$ cat src/rtl/enemy_bullet_pkg.sv
// Shared constants and types for the enemy bullet pool.
package enemy_bullet_pkg;
    localparam int COORD_W         = 10;
    localparam int Y_LIMIT_DEF     = 960;
    localparam int MUZZLE_DX_DEF   = 23;
    localparam int MUZZLE_DY_DEF   = 40;
    localparam int FIRE_PERIOD_DEF = 640;

    typedef logic [2:0] slot_idx_t;
endpackage

$ cat src/rtl/rr_pick.sv
// Round-robin picker: first set request at or after ptr, wrapping around.
module rr_pick #(
    parameter int N  = 4,
    parameter int PW = $clog2(N)
) (
    input  logic [N-1:0]  req,
    input  logic [PW-1:0] ptr,
    output logic [PW-1:0] grant,
    output logic          valid
);
    int j;

    // Scan from the far end back toward ptr so the nearest request wins.
    always_comb begin
        grant = '0;
        valid = 1'b0;
        j     = 0;
        for (int k = N - 1; k >= 0; k--) begin
            j = int'(ptr) + k;
            if (j >= N) j = j - N;
            if (req[j]) begin
                grant = PW'(j);
                valid = 1'b1;
            end
        end
    end
endmodule

$ cat src/rtl/enemy_fire_scheduler.sv
// Periodic round-robin enemy fire into a fixed pool of downward-moving bullet slots.
module enemy_fire_scheduler
    import enemy_bullet_pkg::*;
#(
    parameter int N_SLOTS     = 4,
    parameter int N_ENEMY     = 4,
    parameter int FIRE_PERIOD = FIRE_PERIOD_DEF,
    parameter int MUZZLE_DX   = MUZZLE_DX_DEF,
    parameter int MUZZLE_DY   = MUZZLE_DY_DEF,
    parameter int Y_LIMIT     = Y_LIMIT_DEF
) (
    input  logic                         clk,
    input  logic                         rst,
    input  logic                         tick,
    input  logic [COORD_W*N_ENEMY-1:0]   enemy_x,
    input  logic [COORD_W*N_ENEMY-1:0]   enemy_y,
    input  logic [N_ENEMY-1:0]           enemy_alive,
    input  logic [N_SLOTS-1:0]           slot_hit,
    output logic [COORD_W*N_SLOTS-1:0]   slot_x,
    output logic [COORD_W*N_SLOTS-1:0]   slot_y,
    output logic [N_SLOTS-1:0]           slot_active,
    output logic                         fire,
    output slot_idx_t                    fire_slot,
    output slot_idx_t                    fire_src,
    output logic                         fire_drop
);
    localparam int TW = $clog2(FIRE_PERIOD + 1);
    localparam int EW = $clog2(N_ENEMY);

    logic [TW-1:0]                        timer;
    logic                                 pending;
    logic [EW-1:0]                        rr_ptr;
    logic [N_SLOTS-1:0][COORD_W-1:0]      sx, sy, ny;
    logic [EW-1:0]                        src;
    logic                                 src_vld;
    slot_idx_t                            free_idx;
    logic                                 free_vld;
    logic                                 launch, wrap, drop;
    logic [COORD_W-1:0]                   spawn_x, spawn_y;

    assign slot_x = sx;
    assign slot_y = sy;

    rr_pick #(.N(N_ENEMY)) u_pick (
        .req   (enemy_alive),
        .ptr   (rr_ptr),
        .grant (src),
        .valid (src_vld)
    );

    // Lowest-index free slot; downward scan lets the lowest index win.
    always_comb begin
        free_vld = 1'b0;
        free_idx = '0;
        for (int i = N_SLOTS - 1; i >= 0; i--) begin
            if (!slot_active[i]) begin
                free_vld = 1'b1;
                free_idx = slot_idx_t'(i);
            end
        end
    end

    always_comb begin
        for (int i = 0; i < N_SLOTS; i++) ny[i] = sy[i] + 1'b1;
    end

    assign launch  = pending && free_vld && src_vld;
    assign wrap    = tick && (timer == TW'(FIRE_PERIOD - 1));
    // A launch this cycle consumes the old request, so the new one is not a drop.
    assign drop    = wrap && pending && !launch;
    assign spawn_x = enemy_x[COORD_W*src +: COORD_W] + COORD_W'(MUZZLE_DX);
    assign spawn_y = enemy_y[COORD_W*src +: COORD_W] + COORD_W'(MUZZLE_DY);

    always_ff @(posedge clk or negedge rst) begin
        if (!rst) begin
            timer       <= '0;
            pending     <= 1'b0;
            rr_ptr      <= '0;
            sx          <= '0;
            sy          <= '0;
            slot_active <= '0;
            fire        <= 1'b0;
            fire_slot   <= '0;
            fire_src    <= '0;
            fire_drop   <= 1'b0;
        end else begin
            fire      <= launch;
            fire_drop <= drop;
            if (tick) timer <= wrap ? '0 : timer + 1'b1;
            if (wrap)        pending <= 1'b1;
            else if (launch) pending <= 1'b0;
            if (launch) begin
                fire_slot <= free_idx;
                fire_src  <= slot_idx_t'(src);
                rr_ptr    <= (src == EW'(N_ENEMY - 1)) ? '0 : src + 1'b1;
            end
            for (int i = 0; i < N_SLOTS; i++) begin
                if (slot_active[i]) begin
                    if (slot_hit[i]) begin
                        slot_active[i] <= 1'b0;
                    end else if (tick) begin
                        if (ny[i] > COORD_W'(Y_LIMIT)) slot_active[i] <= 1'b0;
                        else                           sy[i] <= ny[i];
                    end
                end else if (launch && free_idx == slot_idx_t'(i)) begin
                    slot_active[i] <= 1'b1;
                    sx[i]          <= spawn_x;
                    sy[i]          <= spawn_y;
                end
            end
        end
    end
endmodule

$ cat config.mk
export PLATFORM = sky130hd
export DESIGN_NAME = enemy_fire_scheduler
export DESIGN_NICKNAME = d
export VERILOG_FILES = /design/src/rtl/enemy_bullet_pkg.sv /design/src/rtl/rr_pick.sv /design/src/rtl/enemy_fire_scheduler.sv
export SDC_FILE = /design/constraint.sdc
export NUM_CORES = 1
export LEC_CHECK = 0
export CORE_MARGIN = 4
export CORE_UTILIZATION = 30
export CTS_BUF_LIST = sky130_fd_sc_hd__clkbuf_8
export DETAILED_ROUTE_END_ITERATION = 10
export GPL_ROUTABILITY_DRIVEN = 0
export GPL_TIMING_DRIVEN = 0
export PLACE_DENSITY_LB_ADDON = 0.25
export SETUP_SLACK_MARGIN = 0.5
export SYNTH_ARGS = -nofsm -noshare
export SYNTH_HDL_FRONTEND = slang
export SYNTH_SLANG_ARGS = --single-unit
$ cat constraint.sdc
create_clock -name clk -period 3.97 [get_ports clk]
set_input_delay 0.397 -clock clk [delete_from_list [all_inputs] [get_ports clk]]
set_output_delay 0.397 -clock clk [all_outputs]
set_load 0.01 [all_outputs]
Word-level counts from Yosys, hierarchy flattened
Cells that the tools add are included.

Multipliers: 1. Equality and inequality tests: 17. Order comparisons: 12. Multiplexer cells: 76. Shift operators: 2. Bitwise gates (word level): 4. Reductions and logical operators: 24. Add/sub/neg operators: 15.

Operators by type and width (number): two-way mux 10 bit (21); less-than comparator 32 x 4 -> 1 bit, second input constant (4); two-way mux 32 bit (4); >= comparator 32 x 4 -> 1 bit, second input constant (3); subtractor 32 x 4 -> 32 bit, second input constant (3); indexed part select 40 x 7 -> 10 bit (2); adder 10 x 1 -> 10 bit, second input constant (5); > comparator 10 bit, second input constant (4); two-way mux 1 bit (38); != test 2 bit, second input constant (12); AND reduction 4 bit (4); two-way mux 2 bit (7); adder 10 x 5 -> 10 bit, second input constant (1); adder 10 x 6 -> 10 bit, second input constant (1); equality test 10 bit, second input constant (1); nonzero test 2 bit (5); logical AND 1 bit (9); binary-select mux 1 bit (select 2 bit) (4); AND reduction 2 bit (4); adder 2 x 2 -> 3 bit, second input constant (2); equality test 3 x 2 -> 1 bit, second input constant (2); two-way mux 3 bit (2); multiplier 3 x 2 -> 5 bit, first input constant (1); inverter 1 bit (4); other kinds (8) (8).

Word-level logic and storage cells: 167. Input port bits: 91. Output and inout port bits: 92. Register bits: 104.

Logic depth before layout (Yosys ltp)
Gate-level depths: netlist of run 1.

Word-level depth: 15. Mapped depth: 14. Mapped depth without buffers: 12.

Cells and area by module
Synthesis of run 1 repeated with hierarchy kept, for this count alone.

Cells, all modules: 678. Area total of the unflattened synthesis: 6333.6 µm².

Modules (own cells, without submodules): enemy_fire_scheduler (instances 1, cells an instance 665, area each 6256.0 µm²); rr_pick (instances 1, cells an instance 13, area each 77.6 µm²).

Worst setup path after synthesis of run 1
OpenSTA, ideal clock, no wires.

Path type: input port to flip-flop. Start: input port enemy_alive[3]. End: register sy, in the netlist slot_y[19]. Cell stages on the path: 13. Data arrival time: 2.524 ns. Library setup time: 0.094 ns. Required time: 3.876 ns. Slack: 1.352 ns. Path through: inv_2 a22o_1 a221oi_2 buf_6 buf_12 mux2i_1 mux2_2 inv_1 ha_1 inv_1 a2111oi_4 xnor2_1 a221oi_2.

Longest elaborated chain between the ends: 12. Elaborated cells between the ends (all ways): 29. Classes of those cells: add/sub (1); mul (1); shift (1); mux (22); reduce/logical (4).

Ends and longest elaborated chain: from (decl) (line enemy_fire_scheduler.sv:17) `input logic [N_ENEMY-1:0] enemy_alive,`; binary-select mux 1 bit (select 2 bit) (line rr_pick.sv:21) `if (req[j]) begin`; two-way mux 1 bit (implied by the code) (2 in a row) (line rr_pick.sv:21); two-way mux 2 bit (4 in a row) (line rr_pick.sv:21); multiplier 3 x 2 -> 5 bit (line enemy_fire_scheduler.sv:72) `assign spawn_y = enemy_y[COORD_W*src +: COORD_W] + COORD_W'(MUZZLE_DY);`; indexed part select 40 x 7 -> 10 bit (line enemy_fire_scheduler.sv:72); adder 10 x 6 -> 10 bit (line enemy_fire_scheduler.sv:72); two-way mux 10 bit (line enemy_fire_scheduler.sv:105) `end else if (launch && free_idx == slot_idx_t'(i)) begin`; two-way mux 10 bit (line enemy_fire_scheduler.sv:98) `if (slot_active[i]) begin`; to (signal, indexed assignment) (line enemy_fire_scheduler.sv:103) `else sy[i] <= ny[i];`; to (signal, indexed assignment) (line enemy_fire_scheduler.sv:108) `sy[i] <= spawn_y;`; to (decl) (line enemy_fire_scheduler.sv:33) `logic [N_SLOTS-1:0][COORD_W-1:0] sx, sy, ny;`.

Parallel ways exist; a longest one is shown, timed or not. The select of a mux whose other input is x is not followed. A chain may end at the register's enable or synchronous reset.

Worst setup path in the final report of run 1
Start: input port enemy_alive[2]. End: register sy, in the netlist slot_y[39].

The elaborated chain is that of the path after synthesis.

==> out/metrics.yaml, run 1 <==
run_status:
  status: "completed"
synth:
  synthArstFlopShare: 1.00
  avgSynthCellArea_um2: 8.96
  ys_types: 63
  syn-instance-count: 697
  ys_seq_area_frac: 0.413
  syn_area_um2: 6240
  yosys.area.top_type: "dfrtp_1"
  synthFlopType: "dfrtp_1"
  synthTopCellsByArea: "dfrtp_1, nand2_1, mux2_2"
  yosys-top-cells-count: "dfrtp_1, nand2_1, o21ai_0"
  synth_seq_cells: 103
  yosysWarningCount: 0
  netlist.area_leader.share: 0.413
  synth-edff-count: 0
route:
  drt_iter0_drc: 315
  totalWireLength_mm: 20.4
  dr.pass1.iters: 5
  wl_per_cell_um: 17.4
  vias: 5895
  postRouteAntennaNets: 0
  via_per_inst: 5.04
  drc: 0
cts:
  cts_tree: "yes"
  root_buffer: "clkbuf_8"
  clk_latency_ns: 0.38
  clock_sink_count: 103
  numCtsBuffers: 9
  path_clk_slew_ns: 0.10
  ctsLongestPathBuffers: 2
  h-tree-depth: 3
timing:
  setup_slack_ns: 0.669
  slew_violations: 0
  relSlewSlack: 0.168
  clock_skew_ns: 0.00784
  hold_viol_final: 0
  setup_viol: 0
  period_minus_slack_ns: 3.30
  fmax_mhz: 303
  finalCritPeriodShare: 0.832
  worst_pin_slew_ns: 1.24
  whs_ns: 0.0247
  rsz0062_at_grt: "no"
grt:
  grt_max_degree: 58
  grt_use_total: 0.172
  gr-total-overflow: 0
  grt_pass1_wl_mm: 31.7
  grt_pass1_vias: 5571
  antenna_found_initial: 0
critical_path:
  crit_arrival_ns: 3.55
  critPathRequiredTime_ns: 4.22
  worstSetupPathType: "in -> reg"
  r2r_start: "rr_ptr[0]$_DFFE_PN0P_"
  r2r_setup_slack_ns: 0.82
  timing.rr.end: "slot_y[39]$_DFFE_PN0P_"
  endpoint_kind: "flip-flop"
  crit_path_start_kind: "input pin"
  worst-r2r-cell-count: 14
  worstPathMaxFanout: 10
layout:
  syn2layout_area_growth_pct: 41.1
  diodes: 0
  fillers: 2013
  drive_above_1_share: 0.0944
  fin_util: 0.432
  num-nets-final: 997
place:
  dp_hpwl_mm: 15.6
  dp_slack_ns: -0.188
  port_buffers: 180
power_and_ir_drop:
  leakagePower_nw: 3.75
  cellPowerDensity_nw_per_um2: 288
  vdd.ir_drop.worst_uv: 180
floorplan:
  core_um2: 20400
  num_rows: 52
  num_io_pins: 183
  start_util: 0.307
  die_x_um: 152
  die_y_um: 152
  die_area_um2: 23200
min_path:
  hp-class: "in -> async"
run:
  max_cap_violations: 0
layout by cell type (no fill, tap or decap), types with 6 or more instances in the layout:
cell and n:
clkdlybuf4s50_1 178, nand2_1 103, dfrtp_1 103, o21ai_0 64
nor2_1 46, a21oi_1 43, mux2i_1 34, mux2_2 31
nand3_1 26, inv_1 26, clkbuf_1 24, and3_1 22
xnor2_1 15, buf_4 10, ha_1 10, nor3_1 9
clkbuf_8 9, nand4_1 8, xor2_1 7, a221oi_1 7
o22ai_1 7, o21ai_1 6
flip-flops by register name, indices dropped and copies added, names as in the netlist:
register,count
pending,1
slot_x,40
slot_y,40
timer,10
fire,1
rr_ptr,2
fire_drop,1
fire_src,2
fire_slot,2
slot_active,4
critical path: stages:
cell,delay (ns)
clkdlybuf4s50_1,0.52
a22o_1,0.27
a221oi_2,0.30
buf_6,0.18
buf_12,0.13
mux2i_1,0.07
mux2_2,0.35
inv_2,0.16
ha_1,0.16
inv_1,0.11
a2111oi_4,0.48
xnor2_4,0.21
buf_12,0.15
o21ai_1,0.06
layout make-up:
class	instances	area, um2	share of cell area
plain buffers	35	180	0.0205
inverters	28	105	0.0119
repair buffers	187	1890	0.214
well taps	270	338	0.0384
clock buffers	9	124	0.0141
multi-input cells	532	3440	0.390
clock inverters	6	158	0.0179
flip-flops and latches	103	2580	0.293
routing by layer:
metal / vias to the layer above / track usage / part of all wire
met1: 2773 / 0.235 / 0.46
li1: 2897 / - / -
met2: 206 / 0.275 / 0.47
met5: - / 0 / 0
met4: 0 / 0.0377 / 0.012
met3: 19 / 0.0443 / 0.060
cell families (layout without fill, tap and decap cells):
kind of cell | after synthesis | after routing | share of synthesized area
AO/OA/AOI/OAI | 181 | 181 | 0.190
XOR/XNOR | 25 | 25 | 0.0351
adder cells (fa/ha/maj) | 10 | 10 | 0.0200
buffers and inverters | 63 | 265 | 0.0453
flip-flops | 103 | 103 | 0.413
multiplexers | 66 | 66 | 0.113
other | 1 | 2 | 0.000601
AND/OR/NAND/NOR | 248 | 248 | 0.184
stage by stage:
step | setup TNS, ns | cell area [um2] | power [W] | cells
6_report | 0 | 8800 | 0.00254 | 1170
5_1_grt | 0 | 8800 | 0.00266 | 1170
4_1_cts | 0 | 8730 | 0.00256 | 1165
3_5_place_dp | -1.45 | 8420 | 0.00163 | 1150
3_3_place_gp | -168.64 | 8390 | 0.00162 | 1148
2_1_floorplan | 0 | 6250 | 0.00139 | 698
where the power goes:
| group | switching (W) | internal [W] |
|---|---|---|
| sequential | 0.0000427 | 0.00109 |
| clock | 0.000369 | 0.000542 |
| combinational | 0.000258 | 0.000239 |
worst max-delay path by stage:
stage / start / to / slack [ns]
after global routing: slot_active[1]$_DFF_PN0_ / slot_y[22]$_DFFE_PN0P_ / 0.53
after global placement: rst / slot_y[31]$_DFFE_PN0P_ / -1.63
after floorplan: enemy_alive[3] / slot_y[19]$_DFFE_PN0P_ / 1.35
final: enemy_alive[2] / slot_y[39]$_DFFE_PN0P_ / 0.67
after CTS: enemy_alive[0] / slot_y[30]$_DFFE_PN0P_ / 0.50
after detailed placement: enemy_alive[0] / slot_y[32]$_DFFE_PN0P_ / -0.19
what timing repair did:
item,CTS,global route
pin swaps,0,4
gates resized for setup,5,4
buffers inserted,0,5
setup endpoints to repair,20,19
hold buffers,0,0
endpoints found under the hold margin,0,0
(Power assumes the default switching activity.)
==> inputs of run 2 (changes only) <==
==> constraint.sdc (replaced) <==
create_clock -name clk -period 2.8 [get_ports clk]
set_input_delay 0.28 -clock clk [delete_from_list [all_inputs] [get_ports clk]]
set_output_delay 0.28 -clock clk [all_outputs]
set_load 0.01 [all_outputs]
==> out/metrics.yaml, run 2 (synthesis results as in run 1) <==
run_status:
  status: "complete, but fails checks"  # was completed
  violations: "setup timing"
cts:
  path_clk_slew_ns: 0.12  # was 0.10 ns
  root_buffer: "clkbuf_8"  # unchanged
  ctsLongestPathBuffers: 2  # unchanged
  numCtsBuffers: 9  # unchanged
  h-tree-depth: 3  # unchanged
  cts_tree: "yes"  # unchanged
  clock_sink_count: 103  # unchanged
  clk_latency_ns: 0.39  # was 0.38 ns
timing:
  relSlewSlack: 0.378  # was 0.168
  period_minus_slack_ns: 2.81
  hold_viol_final: 0  # unchanged
  clock_skew_ns: 0.0132  # was 0.00784 ns
  whs_ns: 0.387  # was 0.0247 ns
  slew_violations: 0  # unchanged
  setup_slack_ns: -0.0101  # was 0.669 ns
  finalCritPeriodShare: 1.00
  worst_pin_slew_ns: 0.930  # was 1.24 ns
  setup_viol: 5  # was 0
  fin_tns_setup_ns: -0.0247  # was 0 ns
  rsz0062_at_grt: "yes"  # was no
  fmax_mhz: 356
grt:
  grt_pass1_wl_mm: 34.1  # was 31.7 mm
  antenna_found_initial: 1  # was 0
  grt_use_total: 0.183  # was 0.172
  grt_pass1_vias: 6104  # was 5571
  gr-total-overflow: 0  # unchanged
  grt_max_degree: 68  # was 58
layout:
  multi_input_area_um2: 4270  # was 3440 um2
  fillers: 1866  # was 2013
  most-common-layout-cells: "clkdlybuf4s50_1, nand2_1, dfrtp_1"  # unchanged
  mostFrequentLayoutCell: "clkdlybuf4s50_1"  # unchanged
  num-nets-final: 1086  # was 997
  final_area_um2: 10500  # was 8800 um2
  drive_above_1_share: 0.310  # was 0.0944
  syn2layout_area_growth_pct: 68.6  # was 41.1%
  fin_util: 0.517  # was 0.432
  regArea_um2: 2600  # was 2580 um2
place:
  port_buffers: 180  # unchanged
  place_area_um2: 8550  # was 8420 um2
  dp_hpwl_mm: 15.9  # was 15.6 mm
  dp_slack_ns: -0.828  # was -0.188 ns
critical_path:
  crit_arrival_ns: 3.08  # was 3.55 ns
  endpoint_kind: "flip-flop"  # unchanged
  cp_top_family: "buffers and inverters"  # unchanged
  cpPeakStageDelay_ns: 0.40  # was 0.52 ns
  worstPathMaxFanout: 7  # was 10
  r2r_setup_slack_ns: -0.01  # was 0.82 ns
  cp_common_cell: "buf_4"  # was buf_12
  worstSetupPathType: "reg -> reg"  # was in -> reg
  crit_path_start_kind: "flip-flop"  # was input pin
  slowest_stage: "dfrtp_1"  # was clkdlybuf4s50_1
  critPathRequiredTime_ns: 3.07  # was 4.22 ns
  path_buf_inv: 7  # was 6
  crit_chain: "inv_2 > buf_4 > buf_6 > o21ai_2 > a21oi_2 > clkbuf_4 > buf_4 > mux2_2 > a31oi_4 > buf_6 > o21bai_1 > xnor2_2 > buf_4 > o21ai_1"  # was clkdlybuf4s50_1 > a22o_1 > a221oi_2 > buf_6 > buf_12 > mux2i_1 > mux2_2 > inv_2 > ha_1 > inv_1 > a2111oi_4 > xnor2_4 > buf_12 > o21ai_1
route:
  vias: 6402  # was 5895
  dr.pass1.iters: 5  # unchanged
  wl_per_cell_um: 18.1  # was 17.4 um
  drt_iter0_drc: 337  # was 315
  drc: 0  # unchanged
  postRouteAntennaNets: 0  # unchanged
  totalWireLength_mm: 22.8  # was 20.4 mm
  via_per_inst: 5.08  # was 5.04
power_and_ir_drop:
  leakagePower_nw: 4.42  # was 3.75 nW
  cellPowerDensity_nw_per_um2: 345  # was 288 nW/um2
  vdd.ir_drop.worst_uv: 198  # was 180 uV
floorplan:
  die_x_um: 152  # unchanged
  die_area_um2: 23200  # unchanged
  core_um2: 20400  # unchanged
  num_rows: 52  # unchanged
  start_util: 0.307  # unchanged
  die_y_um: 152  # unchanged
  num_io_pins: 183  # unchanged
run:
  max_cap_violations: 0  # unchanged
min_path:
  hp-class: "in -> async"  # unchanged
-- run 2: changes by cell type in the layout (fill, tap and decap cells not counted), moves of 16 or more --
cell,before,now
mux2_2,31,11
mux2_4,1,21
buf_6,2,23
buf_4,10,67
dfrtp_1,103,87
dfrtp_2,0,16
o21ai_0,64,37
-- run 2: timing repair --
item                                    4_1_cts  5_1_grt
hold endpoints to repair                     36        0
endpoints found under the setup margin       88       80
pin swaps                                    26       53
hold buffers                                  1        0
gates cloned                                  1        2
resized for setup                           110      146
setup buffers                                68       23
-- run 2: stage by stage --
| step | instances | power [W] |
|---|---|---|
| 2_1_floorplan | 698 | 0.00199 |
| 3_3_place_gp | 1148 | 0.00232 |
| 3_5_place_dp | 1149 | 0.00233 |
| 4_1_cts | 1235 | 0.00350 |
| 5_1_grt | 1261 | 0.00380 |
| 6_report | 1261 | 0.00363 |
-- run 2: layer usage --
metal,share of wire,vias to the layer above,global-route usage
met4,0.024,0,0.0599
li1,-,3088,-
met2,0.48,184,0.291
met3,0.059,38,0.0369
met5,0,-,0
met1,0.44,3092,0.252
-- run 2: layout make-up --
| type | instances | share of cell area |
|---|---|---|
| multi-input combinational | 532 | 0.406 |
| timing repair buffer | 276 | 0.257 |
| tap | 270 | 0.0321 |
| sequential | 103 | 0.247 |
| clock buffer | 9 | 0.0118 |
| inverter | 28 | 0.0112 |
| clock inverter | 7 | 0.00583 |
| buffer | 35 | 0.0296 |
| antenna | 1 | 0.000238 |
-- run 2: final timing paths --
| kind | to | startpoint | cells past startpoint |
|---|---|---|---|
| max reg2reg | slot_x[26]$_DFFE_PN0P_ | rr_ptr[0]$_DFFE_PN0P_ | 14 |
| max | slot_x[26]$_DFFE_PN0P_ | rr_ptr[0]$_DFFE_PN0P_ | 14 |
| min | slot_x[8]$_DFFE_PN0P_ | rst | 2 |
| max in group asynchronous | slot_y[23]$_DFFE_PN0P_ | rst | 3 |
| min reg2reg | slot_x[37]$_DFFE_PN0P_ | slot_x[37]$_DFFE_PN0P_ | 2 |
| min in group clk | slot_x[37]$_DFFE_PN0P_ | slot_x[37]$_DFFE_PN0P_ | 2 |
-- run 2: power by group --
group          internal [W]  switching (W)  total [W]  leakage [nW]
Clock              0.000343       0.000613   0.000956        0.0892
Combinational      0.000569       0.000503    0.00107          2.98
Sequential          0.00154      0.0000604    0.00160          1.35
Total               0.00245        0.00118    0.00363          4.42
-- run 2: worst reg2reg max path, cell delays in order (launching register included) --
cell      delay [ns]
dfrtp_1         0.40
inv_2           0.06
buf_4           0.10
buf_6           0.09
o21ai_2         0.05
a21oi_2         0.26
clkbuf_4        0.26
buf_4           0.14
mux2_2          0.36
a31oi_4         0.33
buf_6           0.15
o21bai_1        0.09
xnor2_2         0.17
buf_4           0.17
o21ai_1         0.06
==> inputs of run 3 (changes only) <==
--- a/config.mk
+++ b/config.mk
@@ -5,8 +5,9 @@
 export SDC_FILE = /design/constraint.sdc
 export NUM_CORES = 1
 export LEC_CHECK = 0
+export ABC_AREA = 1
 export CORE_MARGIN = 4
-export CORE_UTILIZATION = 30
+export CORE_UTILIZATION = 46
 export CTS_BUF_LIST = sky130_fd_sc_hd__clkbuf_8
 export DETAILED_ROUTE_END_ITERATION = 10
 export GPL_ROUTABILITY_DRIVEN = 0
==> out/metrics.yaml, run 3 <==
run_status:
  status: "completed"  # was complete, but fails checks
cts:
  path_clk_slew_ns: 0.11  # was 0.12 ns
  h-tree-depth: 3  # unchanged
  ctsLongestPathBuffers: 2  # unchanged
  root_buffer: "clkbuf_8"  # unchanged
  numCtsBuffers: 9  # unchanged
  cts_tree: "yes"  # unchanged
  clock_sink_count: 103  # unchanged
  clk_latency_ns: 0.40  # was 0.39 ns
critical_path:
  critPathRequiredTime_ns: 3.09  # was 3.07 ns
  cpPeakStageDelay_ns: 0.43  # was 0.40 ns
  endpoint_kind: "flip-flop"  # unchanged
  worstSetupPathType: "reg -> reg"  # unchanged
  crit_path_start_kind: "flip-flop"  # unchanged
  slowest_stage: "dfrtp_1"  # unchanged
  worstPathMaxFanout: 6  # was 7
  crit_chain: "buf_6 > xnor2_4 > nand2_2 > nand3_4 > nand2_2 > nand2_4 > nand2_8 > buf_12 > buf_12 > nand2_4 > nand3_2 > o21ai_4 > buf_4 > buf_6 > nand2_4 > nand2_4 > nand2_4 > nand2_4 > nand3_1 > nand2_1 > nand2_1"  # was inv_2 > buf_4 > buf_6 > o21ai_2 > a21oi_2 > clkbuf_4 > buf_4 > mux2_2 > a31oi_4 > buf_6 > o21bai_1 > xnor2_2 > buf_4 > o21ai_1
  r2r_setup_slack_ns: 0.19  # was -0.01 ns
  cp_common_cell: "nand2_4"  # was buf_4
  crit_arrival_ns: 2.91  # was 3.08 ns
min_path:
  hp-class: "in -> reg"  # was in -> async
synth:
  synth-edff-count: 0  # unchanged
  synth_seq_cells: 103  # unchanged
  avgSynthCellArea_um2: 7.32  # was 8.96 um2
  synth.area.mux_share: 0  # was 0.113
  netlist.area_leader.share: 0.383  # was 0.413
  ys_seq_area_frac: 0.383  # was 0.413
  yosys.area.top_type: "dfrtp_1"  # unchanged
  yosysWarningCount: 0  # unchanged
  ys_types: 47  # was 63
  synthAdderAreaFrac: 0.0186  # was 0.0200
  synth_top_family_by_area: "simple AND/OR/NAND/NOR gates"  # was compound AO/OA/AOI/OAI gates
  yosys-top-cells-count: "nand2_1, nand3_1, dfrtp_1"  # was dfrtp_1, nand2_1, o21ai_0
  synth-xor-area-share: 0.0467  # was 0.0351
  syn-instance-count: 918  # was 697
  synthSimpleGateAreaFrac: 0.367  # was 0.184
  synthFlopType: "dfrtp_1"  # unchanged
  synth.most_common_cell: "nand2_1"
  synth_compound_area_frac: 0.0908  # was 0.190
  syn_area_um2: 6720  # was 6240 um2
  synthArstFlopShare: 1.00  # unchanged
  synthTopCellsByArea: "dfrtp_1, nand2_1, nand3_1"  # was dfrtp_1, nand2_1, mux2_2
timing:
  worst_pin_slew_ns: 0.561  # was 0.930 ns
  finalCritPeriodShare: 0.933  # was 1.00
  setup_slack_ns: 0.187  # was -0.0101 ns
  fmax_mhz: 383  # was 356 MHz
  relSlewSlack: 0.626  # was 0.378
  clock_skew_ns: 0.0115  # was 0.0132 ns
  hold_viol_final: 0  # unchanged
  rsz0062_at_grt: "yes"  # unchanged
  setup_viol: 0  # was 5
  period_minus_slack_ns: 2.61  # was 2.81 ns
  slew_violations: 0  # unchanged
route:
  via_per_inst: 5.41  # was 5.08
  postRouteAntennaNets: 0  # unchanged
  totalWireLength_mm: 23.5  # was 22.8 mm
  drt_iter0_drc: 495  # was 337
  drc: 0  # unchanged
  vias: 7287  # was 6402
  wl_per_cell_um: 17.4  # was 18.1 um
  dr.pass1.iters: 7  # was 5
floorplan:
  start_util: 0.477  # was 0.307
  die_y_um: 129  # was 152 um
  num_io_pins: 183  # unchanged
  core_um2: 14100  # was 20400 um2
  die_area_um2: 16600  # was 23200 um2
  die_x_um: 129  # was 152 um
  num_rows: 43  # was 52
place:
  dp_hpwl_mm: 16.0  # was 15.9 mm
  port_buffers: 179  # was 180
  dp_slack_ns: -0.333  # was -0.828 ns
grt:
  antenna_found_initial: 0  # was 1
  gr-total-overflow: 0  # unchanged
  grt_pass1_vias: 6989  # was 6104
  grt_use_total: 0.264  # was 0.183
  grt_pass1_wl_mm: 34.5  # was 34.1 mm
  grt_max_degree: 69  # was 68
power_and_ir_drop:
  vdd.ir_drop.worst_uv: 251  # was 198 uV
  cellPowerDensity_nw_per_um2: 396  # was 345 nW/um2
  leakagePower_nw: 4.99  # was 4.42 nW
layout:
  drive_above_1_share: 0.240  # was 0.310
  diodes: 0  # was 1
  num-nets-final: 1264  # was 1086
  syn2layout_area_growth_pct: 54.1  # was 68.6%
  fin_util: 0.735  # was 0.517
  mostFrequentLayoutCell: "nand2_1"  # was clkdlybuf4s50_1
  fillers: 1052  # was 1866
  most-common-layout-cells: "nand2_1, clkdlybuf4s50_1, dfrtp_1"  # was clkdlybuf4s50_1, nand2_1, dfrtp_1
run:
  max_cap_violations: 0  # unchanged
## run 3: area by class of cell
| class | instances | area [um2] | share of cell area |
|---|---|---|---|
| clock inverter | 7 | 92.6 | 0.00894 |
| inverter | 105 | 412 | 0.0397 |
| clock buffer | 9 | 124 | 0.0120 |
| sequential | 103 | 2580 | 0.249 |
| buffer | 31 | 290 | 0.0280 |
| multi-input combinational | 680 | 4290 | 0.415 |
| tap | 180 | 225 | 0.0217 |
| timing repair buffer | 233 | 2340 | 0.226 |
## run 3: layer usage
layer  up-vias  GRT usage  share of wire
li1       3442          -              -
met4         0      0.106          0.033
met2       306      0.448           0.50
met1      3483      0.319           0.39
met3        56     0.0706          0.074
met5         -          0              0
## run 3: through the flow
stage               std cells  TNS (ns)  hold slack (ns)  power [W]  cell area [um2]
floorplan                 919         0          -0.0156    0.00227             6770
global placement         1278   -262.03            0.460    0.00271             8780
detailed placement       1279     -5.39            0.284    0.00273             8810
CTS                      1323         0            0.338    0.00391             9630
global route             1348         0            0.373    0.00427            10400
finish                   1348         0            0.339    0.00410            10400
## run 3: cells by family after synthesis
kind of cell    Yosys count
simple gates            529
fa+ha+maj                10
buf+inv                 136
other cells               1
flops                   103
xor+xnor                 35
compound gates          104
## run 3: repair_timing
item,in CTS,in global routing
pin swaps,29,61
hold buffers,1,0
resized for setup,79,140
cloned,2,3
hold endpoints to repair,35,0
setup endpoints to repair,75,87
buffers inserted,25,22
## run 3: worst max-delay path: cells and delay by family, from the launching register on
family	cells	cell delay [ns]
AO/OA/AOI/OAI	1	0.12
XOR/XNOR	1	0.15
buffers and inverters	5	0.68
flip-flops	1	0.43
AND/OR/NAND/NOR	14	1.11
## run 3: path summary, 6_finish.rpt
kind,from,endpoint,cells after the start
max in group asynchronous,rst,slot_y[20]$_DFFE_PN0P_,3
worst min-delay path,tick,timer[0]$_DFFE_PN0P_,3
worst max-delay path,rr_ptr[0]$_DFFE_PN0P_,slot_y[28]$_DFFE_PN0P_,21
min in group asynchronous,rst,slot_y[30]$_DFFE_PN0P_,2
worst min register to register,slot_x[22]$_DFFE_PN0P_,slot_x[22]$_DFFE_PN0P_,2
worst max register to register,rr_ptr[0]$_DFFE_PN0P_,slot_y[28]$_DFFE_PN0P_,21
## run 3: where the power goes
part / internal (W) / leakage, nW / switching [W]
clock: 0.000446 / 0.112 / 0.000619
sequential: 0.00159 / 1.32 / 0.000125
combinational: 0.000613 / 3.56 / 0.000706
total: 0.00265 / 4.99 / 0.00145
